File: config.mk
export PLATFORM = sky130hd
export DESIGN_NAME = fir_seq_mac
export DESIGN_NICKNAME = d
export VERILOG_FILES = /design/src/rtl/fir_pkg.sv /design/src/rtl/fir_mac_unit.sv /design/src/rtl/fir_seq_mac.sv
export SDC_FILE = /design/constraint.sdc
export NUM_CORES = 2
export LEC_CHECK = 0
export BUFFER_PORTS_ARGS = -buffer_cell sky130_fd_sc_hd__buf_2
export CAP_MARGIN = 20
export CORE_MARGIN = 2
export CORE_UTILIZATION = 52
export CTS_BUF_LIST = sky130_fd_sc_hd__clkbuf_4
export DETAILED_ROUTE_END_ITERATION = 8
export GPL_TIMING_DRIVEN = 0
export PLACE_DENSITY = 0.68
export SKIP_CTS_REPAIR_TIMING = 1
export SLEW_MARGIN = 20
export SYNTH_ARGS = -nofsm -noshare
export SYNTH_HDL_FRONTEND = slang
export SYNTH_SLANG_ARGS = --single-unit
File: constraint.sdc
create_clock -name clk -period 53.5 [get_ports clk]
set_clock_uncertainty 0.15 [all_clocks]
set_input_delay 8.025 -clock clk [delete_from_list [all_inputs] [get_ports clk]]
set_output_delay 8.025 -clock clk [all_outputs]
set_load 0.02 [all_outputs]
File: src/rtl/fir_pkg.sv
// Shared command/state encodings and filter coefficients for the sequential FIR MAC.
package fir_pkg;

    typedef enum logic [1:0] {
        OP_IDLE    = 2'b00,
        OP_LOAD    = 2'b01,
        OP_COMPUTE = 2'b10,
        OP_READ    = 2'b11
    } op_e;

    typedef enum logic [2:0] {
        ST_IDLE,
        ST_LOAD,
        ST_MAC,
        ST_STORE,
        ST_DONE
    } state_e;

    localparam int MAX_TAPS = 16;

    // Sized for the largest tap count; entries past the active count are never read.
    localparam logic signed [31:0] COEF [MAX_TAPS] = '{
        32'sd1, 32'sd2, 32'sd3, 32'sd4, 32'sd5, 32'sd5, 32'sd4, 32'sd3,
        32'sd2, 32'sd1, 32'sd0, 32'sd0, 32'sd0, 32'sd0, 32'sd0, 32'sd0
    };

endpackage

File: src/rtl/fir_mac_unit.sv
// Multiply-accumulate datapath: 32x32 signed product into a 64-bit accumulator.
// With FIR_SATURATE_EN defined the result is clamped to the signed 32-bit range, else it wraps.
module fir_mac_unit (
    input  logic               clk,
    input  logic               rst,
    input  logic               i_clr,
    input  logic               i_en,
    input  logic signed [31:0] i_coef,
    input  logic signed [31:0] i_sample,
    output logic signed [31:0] o_result
);

    logic signed [63:0] r_acc;
    logic signed [63:0] w_prod;

    // Low 64 bits of the product are identical for signed and sign-extended unsigned operands.
    assign w_prod = {{32{i_coef[31]}}, i_coef} * {{32{i_sample[31]}}, i_sample};

    always_ff @(posedge clk or posedge rst) begin
        if (rst) begin
            r_acc <= '0;
        end else if (i_clr) begin
            r_acc <= '0;
        end else if (i_en) begin
            r_acc <= r_acc + w_prod;
        end
    end

`ifdef FIR_SATURATE_EN
    localparam logic signed [63:0] MAX32 = 64'sh0000_0000_7FFF_FFFF;
    localparam logic signed [63:0] MIN32 = 64'shFFFF_FFFF_8000_0000;

    always_comb begin
        if (r_acc > MAX32) begin
            o_result = 32'sh7FFF_FFFF;
        end else if (r_acc < MIN32) begin
            o_result = 32'sh8000_0000;
        end else begin
            o_result = r_acc[31:0];
        end
    end
`else
    logic w_unused_hi;

    assign w_unused_hi = ^r_acc[63:32];
    assign o_result    = r_acc[31:0];
`endif

endmodule

File: src/rtl/fir_seq_mac.sv
// Sequential FIR filter: load a sample block, run one MAC per cycle, then read results back.
// Build with FIR_SATURATE_EN to clamp stored results instead of wrapping them.
//
// state    | meaning
// ST_IDLE  | after reset, waiting for a load or compute command
// ST_LOAD  | writing samples into the sample buffer
// ST_MAC   | one multiply-accumulate per cycle over taps i = 0..n-1
// ST_STORE | write accumulator into result[k], advance k or finish
// ST_DONE  | result buffer complete, readout enabled
module fir_seq_mac
    import fir_pkg::*;
#(
    parameter int n           = 10,
    parameter int signalCount = 10
) (
    input  logic               clk,
    input  logic               reset,
    input  logic [31:0]        addr,
    input  logic signed [31:0] x,
    input  logic [1:0]         operation,
    output logic signed [31:0] y,
    output logic               done
);

    localparam int SW = (signalCount > 1) ? $clog2(signalCount) : 1;
    localparam int TW = (n > 1) ? $clog2(n) : 1;
    localparam int CW = (SW > TW) ? SW : TW;
    localparam logic [31:0]   NS     = 32'(signalCount);
    localparam logic [SW-1:0] K_LAST = SW'(signalCount - 1);
    localparam logic [TW-1:0] I_LAST = TW'(n - 1);

    state_e             r_state;
    logic [SW-1:0]      r_k;
    logic [TW-1:0]      r_i;
    logic signed [31:0] r_sample [signalCount];
    logic signed [31:0] r_result [signalCount];

    op_e                w_op;
    logic               w_addr_ok;
    logic               w_tap_valid;
    logic               w_acc_clr;
    logic               w_acc_en;
    logic [CW-1:0]      w_k_ext;
    logic [CW-1:0]      w_i_ext;
    logic [SW-1:0]      w_sidx;
    logic signed [31:0] w_coef;
    logic signed [31:0] w_sample;
    logic signed [31:0] w_mac_result;

    assign w_op        = op_e'(operation);
    assign w_addr_ok   = addr < NS;
    assign w_k_ext     = CW'(r_k);
    assign w_i_ext     = CW'(r_i);
    assign w_tap_valid = w_k_ext >= w_i_ext;
    assign w_sidx      = SW'(w_k_ext - w_i_ext);
    assign w_coef      = COEF[4'(r_i)];
    // Taps reaching before the start of the block see zero samples.
    assign w_sample    = w_tap_valid ? r_sample[w_sidx] : '0;
    assign w_acc_en    = (r_state == ST_MAC);
    assign w_acc_clr   = (r_state == ST_STORE) ||
                         (((r_state == ST_IDLE) || (r_state == ST_LOAD)) && (w_op == OP_COMPUTE));

    fir_mac_unit u_mac (
        .clk      (clk),
        .rst      (reset),
        .i_clr    (w_acc_clr),
        .i_en     (w_acc_en),
        .i_coef   (w_coef),
        .i_sample (w_sample),
        .o_result (w_mac_result)
    );

    always_ff @(posedge clk or posedge reset) begin
        if (reset) begin
            r_state <= ST_IDLE;
            done    <= 1'b0;
            y       <= '0;
            r_k     <= '0;
            r_i     <= '0;
            for (int j = 0; j < signalCount; j++) begin
                r_sample[j] <= '0;
                r_result[j] <= '0;
            end
        end else begin
            case (r_state)
                ST_IDLE, ST_LOAD: begin
                    if (w_op == OP_LOAD) begin
                        r_state <= ST_LOAD;
                        if (w_addr_ok) r_sample[addr[SW-1:0]] <= x;
                    end else if (w_op == OP_COMPUTE) begin
                        r_state <= ST_MAC;
                        r_k     <= '0;
                        r_i     <= '0;
                    end
                end
                ST_MAC: begin
                    if (r_i == I_LAST) r_state <= ST_STORE;
                    else               r_i     <= r_i + 1'b1;
                end
                ST_STORE: begin
                    r_result[r_k] <= w_mac_result;
                    r_i           <= '0;
                    if (r_k == K_LAST) begin
                        r_state <= ST_DONE;
                        done    <= 1'b1;
                    end else begin
                        r_k     <= r_k + 1'b1;
                        r_state <= ST_MAC;
                    end
                end
                ST_DONE: begin
                    if (w_op == OP_LOAD) begin
                        r_state <= ST_LOAD;
                        done    <= 1'b0;
                        if (w_addr_ok) r_sample[addr[SW-1:0]] <= x;
                    end else if (w_op == OP_READ) begin
                        y <= w_addr_ok ? r_result[addr[SW-1:0]] : '0;
                    end
                end
                default: r_state <= ST_IDLE;
            endcase
        end
    end

endmodule

Word-level counts from Yosys, hierarchy flattened. Memories as Yosys holds them, arrays and structs flattened. Index checks and enable logic that the tools add are counted. Widths: inputs -> output; s select.

Register bits after elaboration: 748. ROM bits: 512. Input bits: 68. Output and inout bits: 33. Logic and storage cells: 113. Memories kept: 1.

Memories: (name not given) (depth 16, bits a word 32, read ports 1, clocked after memory_dff 0, wr ports 0, line fir_seq_mac.sv:56) `assign w_coef = COEF[4'(r_i)];`.

Add/subtract/negate cells: 4. $mul: 1. Order comparisons: 8. Equal/unequal tests: 17. Muxes and demuxes: 33. Bitwise gates (word level): 5. Reductions and logical operators: 18.

Operators by type and width (count): $bwmux 320 (2); $mux 32 (10); $bmux 32 s4 (2); $demux 32 s4 (2); $mux 64 (2); $add 64x64->64 (1); $mul 32x32->64 (1); $lt 32x4->1 const B (1); $ge 5x5->1 const B (4); $not 4->5 (4); $mux 4 (4); $mux 3 (5); $ne 2x2->1 const B (6); $pmux 3 s4 (1); $pmux 4 s3 (1); $reduce_and 3->1 (4); $lt 5x1->1 const B (2); $add 4x1->4 const B (2); $eq 4x4->1 const B (2); $pmux 4 s2 (1); $reduce_and 4->1 (2); $eq 3x2->1 const B (2); $reduce_bool 2->1 (3); $eq 2x2->1 const B (2); 16 further kinds (20).

Longest topological paths before layout.
Word-level depth: 10. Gate-level depth with buffers: 34. Depth with buffers taken out: 32.

Modules after synthesis. From an unflattened synthesis, not the netlist that was laid out.

Cell total of the unflattened synthesis: 4178. Area, all modules: 50636.1 um^2.

By module, submodules not included: fir_seq_mac (instances 1, cells each 2135, area an instance 32178.4 um^2, seq. area each 17116.4 um^2); fir_mac_unit (instances 1, cells each 2043, area an instance 18457.7 um^2, seq. area each 800.8 um^2).

Least setup slack after synthesis. OpenSTA, ideal clock, no wires.

Path type: input -> register. Start: input port addr[2]. End: register r_sample[180] (netlist bit). Library setup time: 125 ps. Arrival: 9908 ps. Data required time: 53225 ps. Slack: 43317 ps. Stages: 9. Buffers on the path: 2. Cells stage by stage: clkbuf_1 nor2_1 o2111ai_1 nor2_1 nand2_1 or2_2 nor3_2 buf_4 mux2_2.

Cells in the longest elaborated chain, start to end: 6. Elaborated cells between the ends (all ways): 9. Those cells by class: order compare (3); mux (3); bitwise (1); reduce/logical (2).

RTL lines: from (decl) (line fir_seq_mac.sv:18) `input logic [31:0] addr,`; parallel branches: the longest is 6 deep, another holds $lt 32x4->1; to (signal, indexed assignment) (line fir_seq_mac.sv:81) `r_sample[j] <= '0;`; to (signal, indexed assignment) (line fir_seq_mac.sv:89) `if (w_addr_ok) r_sample[addr[SW-1:0]] <= x;`; to (signal, indexed assignment) (line fir_seq_mac.sv:115) `if (w_addr_ok) r_sample[addr[SW-1:0]] <= x;`; to (decl) (line fir_seq_mac.sv:35) `logic signed [31:0] r_sample [signalCount];`.

Parallel ways; which one is timed is not known. A chain may end at the register's enable or synchronous reset.

Worst setup path after layout.
Start: input port addr[2]. End: register r_sample[259] (netlist bit).

The elaborated chain is that of the path after synthesis.

==> metrics.txt <==
# TYPE chip_impl_metric gauge
chip_impl_metric{name="postRouteAntennaNets",unit=""} 0
chip_impl_info{name="min_to",value="y[4]"} 1
chip_impl_metric{name="drt_wl_total",unit="um"} 96600
chip_impl_info{name="cts_tree",value="done"} 1
chip_impl_info{name="timing.critical_path.to_type",value="register"} 1
chip_impl_metric{name="nNetsFinal",unit=""} 3549
chip_impl_metric{name="dp_cells",unit=""} 3981
chip_impl_metric{name="detail_route.wl_per_cell",unit="um"} 22.4
chip_impl_metric{name="yosys.cell_types.count",unit=""} 67
chip_impl_metric{name="reg2regPathDepth",unit=""} 32
chip_impl_metric{name="htreeDepth",unit=""} 4
chip_impl_metric{name="dp.final_hpwl",unit="um"} 71200
chip_impl_metric{name="viasPerCell",unit=""} 5.79
chip_impl_info{name="synth.most_common_cell",value="sky130_fd_sc_hd__dfrtp_1"} 1
chip_impl_metric{name="cts_buffers",unit=""} 186
chip_impl_metric{name="worst_setup_margin",unit="ns"} 42.85
chip_impl_info{name="status",value="finished clean"} 1
chip_impl_metric{name="congestion_overflow_gr",unit=""} 0
chip_impl_metric{name="period_needed",unit="ns"} 10.65
chip_impl_metric{name="async_flop_share",unit=""} 1.00
chip_impl_metric{name="first_global_vias",unit=""} 26800
chip_impl_metric{name="muxShareOfSynthArea",unit=""} 0.265
chip_impl_metric{name="final-hold-violation-count",unit=""} 0
chip_impl_metric{name="avgSynthCellArea",unit="um2"} 12.7
chip_impl_info{name="hp-start",value="y[4]"} 1
chip_impl_metric{name="grt_util_all_layers",unit=""} 0.267
chip_impl_metric{name="start_util",unit=""} 0.525
chip_impl_info{name="synth_ff_type",value="sky130_fd_sc_hd__dfrtp_1"} 1
chip_impl_metric{name="number_of_antenna_violations_at_the_first_check_in_global_routing",unit=""} 2
chip_impl_metric{name="critPathRequiredTime",unit="ns"} 54.21
chip_impl_info{name="hold_path_class",value="reg -> reg"} 1
chip_impl_metric{name="slew_viol_final",unit=""} 0
chip_impl_metric{name="rows",unit=""} 98
chip_impl_metric{name="die_area",unit="um2"} 74300
chip_impl_info{name="grt_setup_unrepaired",value="false"} 1
chip_impl_metric{name="io_buffers",unit=""} 66
chip_impl_metric{name="pin_count_of_the_biggest_net_entering_global_routing",unit=""} 116
chip_impl_metric{name="maxCapViolCount",unit=""} 0
chip_impl_metric{name="globalplace.congestion",unit=""} 0.889
chip_impl_metric{name="rrSetupSlack",unit="ns"} 43.56
chip_impl_metric{name="dr_total_vias",unit=""} 25000
chip_impl_metric{name="synth_compound_area_frac",unit=""} 0.0606
chip_impl_metric{name="synth-edff-count",unit=""} 0
chip_impl_metric{name="clk-insertion-delay-late",unit="ns"} 1.02
chip_impl_metric{name="timing.hold.ws",unit="ns"} 0.325
chip_impl_metric{name="die_h",unit="um"} 273
chip_impl_metric{name="layout_worst_path_cycle_share",unit=""} 0.199
chip_impl_info{name="yosys-top-cells-area",value="sky130_fd_sc_hd__dfrtp_1, sky130_fd_sc_hd__mux2_2, sky130_fd_sc_hd__mux4_2"} 1
chip_impl_metric{name="cts_sinks",unit=""} 716
chip_impl_metric{name="layout.cell_area.non_filler",unit="um2"} 41700
chip_impl_metric{name="final.setup.tns",unit="ns"} 0
chip_impl_metric{name="p_per_area",unit="nW/um2"} 57.9
chip_impl_info{name="worst_setup_path_start_kind",value="input port"} 1
chip_impl_metric{name="worst_slew_margin_rel",unit=""} 0.261
chip_impl_metric{name="post-route-drc-count",unit=""} 0
chip_impl_metric{name="hold_depth",unit=""} 2
chip_impl_info{name="synth_top_area_cell",value="sky130_fd_sc_hd__dfrtp_1"} 1
chip_impl_metric{name="share_of_layout_cells_above_drive_strength_1",unit=""} 0.329
chip_impl_metric{name="peak_freq",unit="GHz"} 0.0939
chip_impl_metric{name="post_synthesis_share_of_cell_area_spent_on_full_adders_half_adders_and_majority_gates",unit=""} 0.0988
chip_impl_info{name="synth_common_cells",value="sky130_fd_sc_hd__dfrtp_1, sky130_fd_sc_hd__mux2_2, sky130_fd_sc_hd__nand2_1"} 1
chip_impl_metric{name="yosys.area_share.xor_xnor",unit=""} 0.00920
chip_impl_metric{name="die_width",unit="um"} 273
chip_impl_metric{name="ys_seq_elements",unit=""} 716
chip_impl_metric{name="cellLeakagePower",unit="nW"} 20.9
chip_impl_metric{name="final_cell_count_no_fill",unit=""} 4312
chip_impl_metric{name="global_route_wire_length_before_repair",unit="um"} 152000
chip_impl_metric{name="detail_route.iter0.violations",unit=""} 1689
chip_impl_metric{name="slew_at_the_pin_with_the_worst_max_slew_slack",unit="ns"} 1.10
chip_impl_metric{name="areaGrowthSynthToFinish",unit="%"} 11.2
chip_impl_metric{name="detailedRoute.firstPassIterationCount",unit=""} 5
chip_impl_metric{name="ir_drop",unit="mV"} 0.0423
chip_impl_metric{name="dpl_cell_area",unit="um2"} 39200
chip_impl_metric{name="ioPinCount",unit=""} 101
chip_impl_metric{name="dp_worst_setup_slack",unit="ns"} 41.96
chip_impl_info{name="synth_top_family_by_area",value="multiplexers"} 1
chip_impl_metric{name="clock_tree.buffer_depth",unit=""} 3
chip_impl_info{name="clockRootBuffer",value="sky130_fd_sc_hd__clkbuf_4"} 1
chip_impl_metric{name="yosys.area_share.simple",unit=""} 0.0522
chip_impl_metric{name="syn_inst",unit=""} 2958
chip_impl_info{name="critical_path.reg2reg.endpoint",value="u_mac.r_acc[31]"} 1
chip_impl_info{name="kind_of_critical_path",value="in -> reg"} 1
chip_impl_metric{name="cp_data_arrival_time",unit="ns"} 11.36
chip_impl_metric{name="yosysWarningCount",unit=""} 0
chip_impl_metric{name="synthesized_area",unit="um2"} 37500
chip_impl_metric{name="cts.clk_slew.worst_paths",unit="ns"} 0.07
chip_impl_metric{name="cp_max_fo",unit=""} 10
chip_impl_metric{name="synth.top_cell.area_share",unit=""} 0.477
chip_impl_info{name="critical_path.reg2reg.startpoint",value="r_k[0]"} 1
chip_impl_metric{name="synth_seq_area_share",unit=""} 0.477
chip_impl_metric{name="placeable_area",unit="um2"} 71500
chip_impl_metric{name="setup_viol",unit=""} 0
chip_impl_metric{name="synthesis.nets",unit=""} 3288
-- how the worst max path moves through the flow --
stage | from | to | depth (start not counted)
after detailed placement | addr[2] | r_sample[279] | 8
final | addr[2] | r_sample[259] | 8
after global routing | addr[2] | r_sample[275] | 8
after CTS | addr[2] | r_sample[275] | 8
after floorplan | reset | done | 1
after global placement | reset | r_sample[247] | 2
-- where the power goes --
group          switching (W)  internal, W  leakage (nW)  total [W]
registers          0.0000492     0.000621          9.84   0.000670
logic               0.000761     0.000492          9.62    0.00125
clock network       0.000228     0.000265          1.46   0.000493
-- flip-flops by register name (all words and copies together), names as in the netlist --
register / cells
r_sample: 320
r_result: 320
u_mac.r_acc: 32
done: 1
r_k: 4
y: 32
r_state: 3
r_i: 4
-- final cells by class --
class / count / area [um2]
Fill cell: 5920 / 29800
Multi-Input combinational cell: 1894 / 18200
Sequential cell: 716 / 17900
Clock buffer: 276 / 2070
Tap cell: 950 / 1190
Buffer: 215 / 886
Timing Repair Buffer: 73 / 523
Inverter: 133 / 507
Clock inverter: 54 / 392
Antenna cell: 1 / 2.50
-- routing by layer --
| metal | share of wire | global-route usage |
|---|---|---|
| met1 | 0.40 | 0.326 |
| met2 | 0.50 | 0.458 |
| met3 | 0.050 | 0.0498 |
| met4 | 0.043 | 0.130 |
| met5 | 0.00013 | 0 |
-- cell families after synthesis --
group | after synthesis
xor gates and xnor gates | 37
AOI/OAI and AO/OA | 376
and+or+nand+nor | 455
muxes | 764
DFF | 716
adders and majority gates | 262
buffers and inverters | 348
-- critical path, stage by stage --
cell and delay, ns:
sky130_fd_sc_hd__clkbuf_1 0.33, sky130_fd_sc_hd__nor2_1 0.24, sky130_fd_sc_hd__o2111ai_1 0.24, sky130_fd_sc_hd__nor2_1 0.50
sky130_fd_sc_hd__nand3_1 0.26, sky130_fd_sc_hd__nor4_2 0.87, sky130_fd_sc_hd__buf_2 0.50, sky130_fd_sc_hd__mux2_2 0.39
-- layout by cell type, fill, tap and decap left out, drive strengths merged, types with 9 or more instances in the layout --
cell type  Yosys  routed
o211ai        54      54
fa            57      57
inv          132     137
a21oi         33      33
xnor2         19      19
a22oi         12      12
a21o           9       9
nor2b         11      11
nor3          13      13
dfrtp        716     716
buf           87     160
nand2b        11      11
or2           22      22
clkbuf       128     404
o21ai        206     206
nand3         16      16
nor2         130     130
mux2         550     550
mux2i         86      86
xor2          17      17
clkinv         1      44
mux4         128     128
ha           205     205
nand2        224     224
a22o          17      17
-- metrics by stage --
stage | total power [W] | util
global placement | 0.00189 | 0.546
detailed placement | 0.00192 | 0.549
floorplan | 0.00158 | -
global route | 0.00261 | 0.583
CTS | 0.00243 | 0.583
finish | 0.00242 | 0.583
No activity file was read; power rests on OpenSTA's default activity.
